<file path="src/rtl/mod_step_counter.sv">
// Modulo counter with programmable step, wrap/saturate up/down modes,
// synchronous clear and parallel load; out, wrap and sat are all registered.
module mod_step_counter #(
    parameter int                WIDTH   = 8,
    parameter longint unsigned   MODULUS = 64'd1 << WIDTH
) (
    input  logic             clk,
    input  logic             rst,
    input  logic             en,
    input  logic             clear,
    input  logic             load,
    input  logic [WIDTH-1:0] load_val,
    input  logic [WIDTH-1:0] step,
    input  logic [1:0]       mode,
    output logic [WIDTH-1:0] out,
    output logic             wrap,
    output logic             sat
);

    localparam logic [1:0] MODE_WRAP_UP   = 2'b00;
    localparam logic [1:0] MODE_WRAP_DOWN = 2'b01;
    localparam logic [1:0] MODE_SAT_UP    = 2'b10;
    localparam logic [1:0] MODE_SAT_DOWN  = 2'b11;

    // Working width is one bit wider so out + step never overflows before the modulus compare.
    localparam logic [WIDTH:0]   MOD_W  = (WIDTH+1)'(MODULUS);
    localparam logic [WIDTH:0]   MAX_W  = (WIDTH+1)'(MODULUS - 64'd1);
    localparam logic [WIDTH:0]   ZERO_W = {(WIDTH+1){1'b0}};
    localparam logic [WIDTH-1:0] MAX_N  = WIDTH'(MODULUS - 64'd1);
    localparam logic [WIDTH-1:0] ZERO_N = {WIDTH{1'b0}};

    logic [WIDTH-1:0] out_r;
    logic             wrap_r;
    logic             sat_r;

    logic [WIDTH:0]   cur_s;
    logic [WIDTH:0]   stp_s;
    logic [WIDTH:0]   sum_s;
    logic [WIDTH-1:0] nxt_s;
    logic             wrap_nxt_s;
    logic             sat_nxt_s;

    // Values at or above the modulus are pinned to the top of the count range.
    function automatic logic [WIDTH-1:0] clamp_to_max(input logic [WIDTH-1:0] v);
        if ({1'b0, v} > MAX_W) begin
            return MAX_N;
        end else begin
            return v;
        end
    endfunction

    // Next count and flags for an enabled step in the current mode.
    always_comb begin
        cur_s      = {1'b0, clamp_to_max(out_r)};
        stp_s      = {1'b0, clamp_to_max(step)};
        sum_s      = cur_s + stp_s;
        nxt_s      = cur_s[WIDTH-1:0];
        wrap_nxt_s = 1'b0;
        sat_nxt_s  = 1'b0;
        case (mode)
            MODE_WRAP_UP: begin
                if (sum_s >= MOD_W) begin
                    nxt_s      = WIDTH'(sum_s - MOD_W);
                    wrap_nxt_s = 1'b1;
                end else begin
                    nxt_s      = WIDTH'(sum_s);
                end
            end
            MODE_WRAP_DOWN: begin
                if (cur_s < stp_s) begin
                    nxt_s      = WIDTH'(cur_s + (MOD_W - stp_s));
                    wrap_nxt_s = 1'b1;
                end else begin
                    nxt_s      = WIDTH'(cur_s - stp_s);
                end
            end
            MODE_SAT_UP: begin
                // Sitting on the bound keeps sat asserted even with a zero step.
                if (cur_s == MAX_W) begin
                    nxt_s     = MAX_N;
                    sat_nxt_s = 1'b1;
                end else if ((stp_s != ZERO_W) && (sum_s >= MAX_W)) begin
                    nxt_s     = MAX_N;
                    sat_nxt_s = 1'b1;
                end else begin
                    nxt_s     = WIDTH'(sum_s);
                end
            end
            MODE_SAT_DOWN: begin
                if (cur_s == ZERO_W) begin
                    nxt_s     = ZERO_N;
                    sat_nxt_s = 1'b1;
                end else if ((stp_s != ZERO_W) && (cur_s <= stp_s)) begin
                    nxt_s     = ZERO_N;
                    sat_nxt_s = 1'b1;
                end else begin
                    nxt_s     = WIDTH'(cur_s - stp_s);
                end
            end
            default: begin
                nxt_s = cur_s[WIDTH-1:0];
            end
        endcase
    end

    // State register with priority rst > clear > load > en > hold.
    always_ff @(posedge clk) begin
        if (rst) begin
            out_r  <= ZERO_N;
            wrap_r <= 1'b0;
            sat_r  <= 1'b0;
        end else if (clear) begin
            out_r  <= ZERO_N;
            wrap_r <= 1'b0;
            sat_r  <= 1'b0;
        end else if (load) begin
            out_r  <= clamp_to_max(load_val);
            wrap_r <= 1'b0;
            sat_r  <= 1'b0;
        end else if (en) begin
            out_r  <= nxt_s;
            wrap_r <= wrap_nxt_s;
            sat_r  <= sat_nxt_s;
        end else begin
            out_r  <= out_r;
            wrap_r <= 1'b0;
            sat_r  <= 1'b0;
        end
    end

    assign out  = out_r;
    assign wrap = wrap_r;
    assign sat  = sat_r;

endmodule
</file>
<file path="config.mk">
export PLATFORM = sky130hd
export DESIGN_NAME = mod_step_counter
export DESIGN_NICKNAME = d
export VERILOG_FILES = /design/src/rtl/mod_step_counter.sv
export SDC_FILE = /design/constraint.sdc
export NUM_CORES = 1
export LEC_CHECK = 0
export ABC_AREA = 1
export CAP_MARGIN = 0
export CORE_MARGIN = 4
export CORE_UTILIZATION = 51
export CTS_CLUSTER_DIAMETER = 30
export DETAILED_ROUTE_END_ITERATION = 7
export PLACE_DENSITY = 0.92
export SYNTH_ARGS = -nofsm -noshare
export SYNTH_HDL_FRONTEND = slang
export SYNTH_SLANG_ARGS = --single-unit
export TNS_END_PERCENT = 100
</file>
<file path="constraint.sdc">
create_clock -name clk -period 3.2 [get_ports clk]
set_clock_uncertainty 0.15 [all_clocks]
set_input_delay 0.64 -clock clk [delete_from_list [all_inputs] [get_ports clk]]
set_output_delay 0.64 -clock clk [all_outputs]
set_load 0.05 [all_outputs]
</file>
### Word level (Yosys, flattened, before mapping)

Cells that the tools add are included.

| word-level totals | value |
|---|---|
| bits in registers | 10 |
| bits in latches | 0 |
| RAM bits | 0 |
| memory bits (read-only) | 0 |
| output and inout port bits | 10 |
| memories | 0 |

| operators by class | value |
|---|---|
| add/subtract/negate cells | 5 |
| $mul | 0 |
| div/mod/pow operators | 0 |
| magnitude comparators | 4 |
| eq/ne operators | 4 |
| shifts and indexed selects | 0 |
| muxes and demuxes | 17 |
| bitwise logic cells | 1 |
| reductions and logical operators | 8 |

Operators with widths:

| cell | number |
|---|---|
| $mux W8 | 8 |
| $pmux W8 S4 | 1 |
| $add A8 B8 Y9 | 1 |
| $ge A9 B8 Y1 const B | 1 |
| $ge A9 B9 Y1 const B | 1 |
| $add A8 B8 Y8 | 1 |
| $eq A8 B8 Y1 const B | 1 |
| $le A8 B8 Y1 | 1 |
| $logic_not A8 Y1 | 1 |
| $lt A8 B8 Y1 | 1 |
| $reduce_bool A8 Y1 | 1 |
| $sub A1 B8 Y8 const A | 1 |
| $sub A8 B1 Y8 const B | 1 |
| $sub A8 B8 Y8 | 1 |
| $mux W1 | 6 |
| $eq A2 B2 Y1 const B | 2 |
| $pmux W1 S2 | 2 |
| $reduce_or A4 Y1 | 1 |
| $eq A2 B1 Y1 const B | 1 |
| $logic_and A1 B1 Y1 | 2 |
| $logic_not A2 Y1 | 1 |
| $reduce_bool A2 Y1 | 1 |
| $reduce_or A2 Y1 | 1 |
| $not A1 Y1 | 1 |

### Logic depth before layout (Yosys ltp)

| depth | value |
|---|---|
| depth in word-level cells | 8 |
| gate-level depth with buffers | 19 |
| gate-level depth less buffers | 18 |

### Least setup slack after synthesis

OpenSTA, ideal clock, no wires.

| timing path | value |
|---|---|
| path type | input -> register |
| start point | input step[0] |
| end point | register out_r[6], in the netlist out[6] |
| setup time | 0.114 ns |
| data arrival time | 2.277 ns |
| setup slack | 0.659 ns |
| stages | 15 |
| path buffers | 0 |
| cells stage by stage | ha_1 > fa_1 > nand2_1 > nand2_1 > nand3_2 > nand2_1 > nand2_1 > nand2_1 > a21oi_2 > nand2_1 > nand2_2 > nand2_2 > nand2_4 > o211ai_1 > a21o_1 |

| on the way | value |
|---|---|
| cells in the longest elaborated chain, start to end | 8 |

RTL lines:

| element | RTL line | text |
|---|---|---|
| from (decl) | 13 | `input logic [WIDTH-1:0] step,` |
| $add A8 B8 Y9 | 56 | `sum_s = cur_s + stp_s;` |
| $ge A9 B8 Y1 | 82 | `end else if ((stp_s != ZERO_W) && (sum_s >= MAX_W)) begin` |
| $logic_and A1 B1 Y1 | 82 |  |
| $mux W8 | 82 |  |
| $mux W8 | 79 | `if (cur_s == MAX_W) begin` |
| $pmux W8 S4 * | 60 | `case (mode)` |
| $mux W8 * | 120 | `end else if (en) begin` |
| $mux W8 * | 116 | `end else if (load) begin` |
| to (signal assigned) | 117 | `out_r <= clamp_to_max(load_val);` |
| to (signal assigned) | 121 | `out_r <= nxt_s;` |
| to (signal assigned) | 125 | `out_r <= out_r;` |
| to (decl) | 32 | `logic [WIDTH-1:0] out_r;` |

Every way passes the cells marked *; elsewhere a longest branch is shown, timed or not. The select of a mux whose other input is x is not followed.
A chain may end at the register's enable or synchronous reset.

### Worst setup path in the final report

Ends and elaborated chain as after synthesis.

==> impl_metrics.yaml <==
finish:
  seq_area_um2: 200
  layout.cells.non_filler: 320
  fin_nets: 331
  final_util: 0.720
  drive_above_1_share: 0.142
  syn2layout_area_growth_pct: 35.9
  antenna_cells: 0
  multi_input_area_um2: 1100
  final_cell_area_um2: 1970
  fill_cells: 232
clock_network:
  postCtsHoldBufs: 0
  cts_tree: "done"
  h-tree-depth: 1
  root_buffer: "clkbuf_4"
  cts_max_path_buffers: 2
  cts_repair_resize_count: 0
  clock_sinks: 10
  cts_made_buffers: 3
  cts_setup_buffers: 0
  clock_latency_ns: 0.28
  cts.clk_slew.worst_paths_ns: 0.08
outcome:
  status: "completed"
synth:
  synth_top_area_share: 0.142
  avgSynthCellArea_um2: 6.09
  synth_edf_count: 0
  ys_seq_area_frac: 0.138
  syn_nets: 279
  yosys_warnings: 0
  yosysMostFrequentCell: "nand2_1"
  synth.largest_area_cell: "nand2_1"
  yosys.area_share.simple: 0.377
  synthTopCellsByCount: "55 x nand2_1, 31 x inv_1, 29 x a21oi_1, 23 x nand3_1"
  synthCells: 238
  netlist-cell-type-count: 31
  synthXorXnorAreaFrac: 0.0302
  synthMuxAreaShare: 0
  synth_area_um2: 1450
  synthAdderAreaFrac: 0.166
  ys_ff_latch: 10
  synth_top_family_by_area: "simple AND/OR/NAND/NOR gates"
  async_flop_share: 0
  synth_compound_area_frac: 0.182
  ys_top_cells_by_area: "nand2_1 14%, dfxtp_1 14%, ha_1 14%, a21oi_1 10%, inv_1 8.0%"
  synth_ff_type: "dfxtp_1"
pwr:
  power_leakage_nw: 1.01
  p_per_area_nw_per_um2: 262
  vdd_drop_max_mv: 0.330
route:
  ant_nets: 0
  vias: 1791
  wl_mm: 4.41
  drc: 0
  firstDrtPassIters: 6
  drt_iter0_markers: 173
  vias_per_cell: 5.60
  wl_per_cell_um: 13.8
floorplan:
  num_rows: 19
  dieArea_um2: 3760
  die_h_um: 61.3
  dieWidth_um: 61.3
  io_pins: 33
  start_util: 0.530
  core-area_um2: 2730
job:
  max_cap_viol_count: 0
sta:
  finalSetupTns_ns: 0
  max_freq_mhz: 327
  fin_crit_sh: 0.956
  hold_viol_final: 0
  max_slew.worst_pin.slew_ns: 0.608
  grt_setup_unrepaired: "false"
  setup_slack_ns: 0.142
  setup_viol: 0
  maxSlewHeadroom: 0.593
  fin_crit_ns: 3.06
  slew_violations: 0
place:
  dpl.cell_count: 316
  gp_congestion: 0.931
  dpl_worst_slack_ns: -0.102
  hpwl_mm: 3.54
  portBuffers: 32
  dpl_cell_area_um2: 1930
critical_path:
  worstPathRequired_ns: 3.22
  end_kind: "flip-flop"
  critical_path_peak_fanout: 7
  cp-start-kind: "input port"
  crit_chain: "clkdlybuf4s50_1 > ha_1 > fa_1 > nand2_1 > nand2_1 > nand3_2 > nand2_1 > nand2_1 > nand2_1 > a21oi_2 > nand2_1 > nand2_2 > nand2_2 > nand2_4 > o211ai_1 > a21o_1"
  critPathMaxStageDelay_ns: 0.47
  arrival_ns: 3.08
  slowest_stage: "clkdlybuf4s50_1"
  critical_path.most_common_cell: "nand2_1"
  critPathKind: "input port to flip-flop"
hold_path:
  min_path_type: "flip-flop to flip-flop"
global_routing:
  grt_pass1_wl_mm: 7.11
  grt_max_degree: 12
  grt.overflow.total: 0
  grt_antenna_before_repair: 0
  grt_pass1_vias: 1696
  grt_use_total: 0.246
-- area by class of cell --
class,count,area share
Multi-Input combinational cell,188,0.557
Sequential cell,10,0.102
Tap cell,31,0.0197
Timing Repair Buffer,51,0.235
Clock buffer,4,0.0184
Inverter,36,0.0686
-- cell usage in the layout (no fill, tap or decap), types with 2 or more instances in the layout --
cell type / count
clkbuf_4: 3
o21ai_0: 4
nand4_1: 4
nor2_1: 16
dfxtp_1: 10
xor2_1: 5
nand2_2: 6
buf_4: 19
nand2_1: 55
or2_2: 2
inv_1: 31
inv_2: 4
a21oi_2: 2
fa_1: 2
nand3_1: 23
o21bai_1: 2
clkdlybuf4s50_1: 32
a22oi_1: 6
a21oi_1: 29
nor3_1: 4
nor4_1: 4
ha_1: 15
-- metal layers --
metal	GRT usage	part of all wire	vias up
met4	0.0588	0.019	0
met1	0.314	0.43	792
li1	-	-	895
met5	0	0	-
met2	0.423	0.47	93
met3	0.0482	0.078	11
-- power breakdown --
part | switching, W | internal, W
sequential | 0.00000921 | 0.000129
clock | 0.0000510 | 0.0000693
combinational | 0.000145 | 0.000113
-- final timing paths --
path | cells after the start | slack, ns | endpoint | start
setup reg to reg | 15 | 0.60 | out[6] | out[0]
hold / removal | 2 | 0.42 | out[0] | out[0]
hold reg to reg | 2 | 0.42 | out[0] | out[0]
setup / recovery | 16 | 0.14 | out[6] | step[0]
-- registers in the layout, indices dropped and copies added (netlist names) --
signal and cells:
out 8, wrap 1, sat 1
-- cell families after synthesis --
family | Yosys count
AND/OR/NAND/NOR | 119
AO/OA/AOI/OAI | 46
buffers and inverters | 40
adder cells (fa/ha/maj) | 18
flip-flops | 10
XOR/XNOR | 5
-- stage by stage --
stage | total power (W) | hold slack [ns]
finish | 0.000516 | 0.422
global route | 0.000550 | 0.482
CTS | 0.000514 | 0.417
detailed placement | 0.000393 | 0.406
global placement | 0.000388 | 0.398
floorplan | 0.000293 | 0.583
-- critical path: cells and delay by family --
family                     cells  cell delay [ns]
and+or+nand+nor               10             0.81
buffers and inverters          1             0.47
AOI/OAI and AO/OA              3             0.44
adders and majority gates      2             0.70
Power figures use the tool's default switching activity.
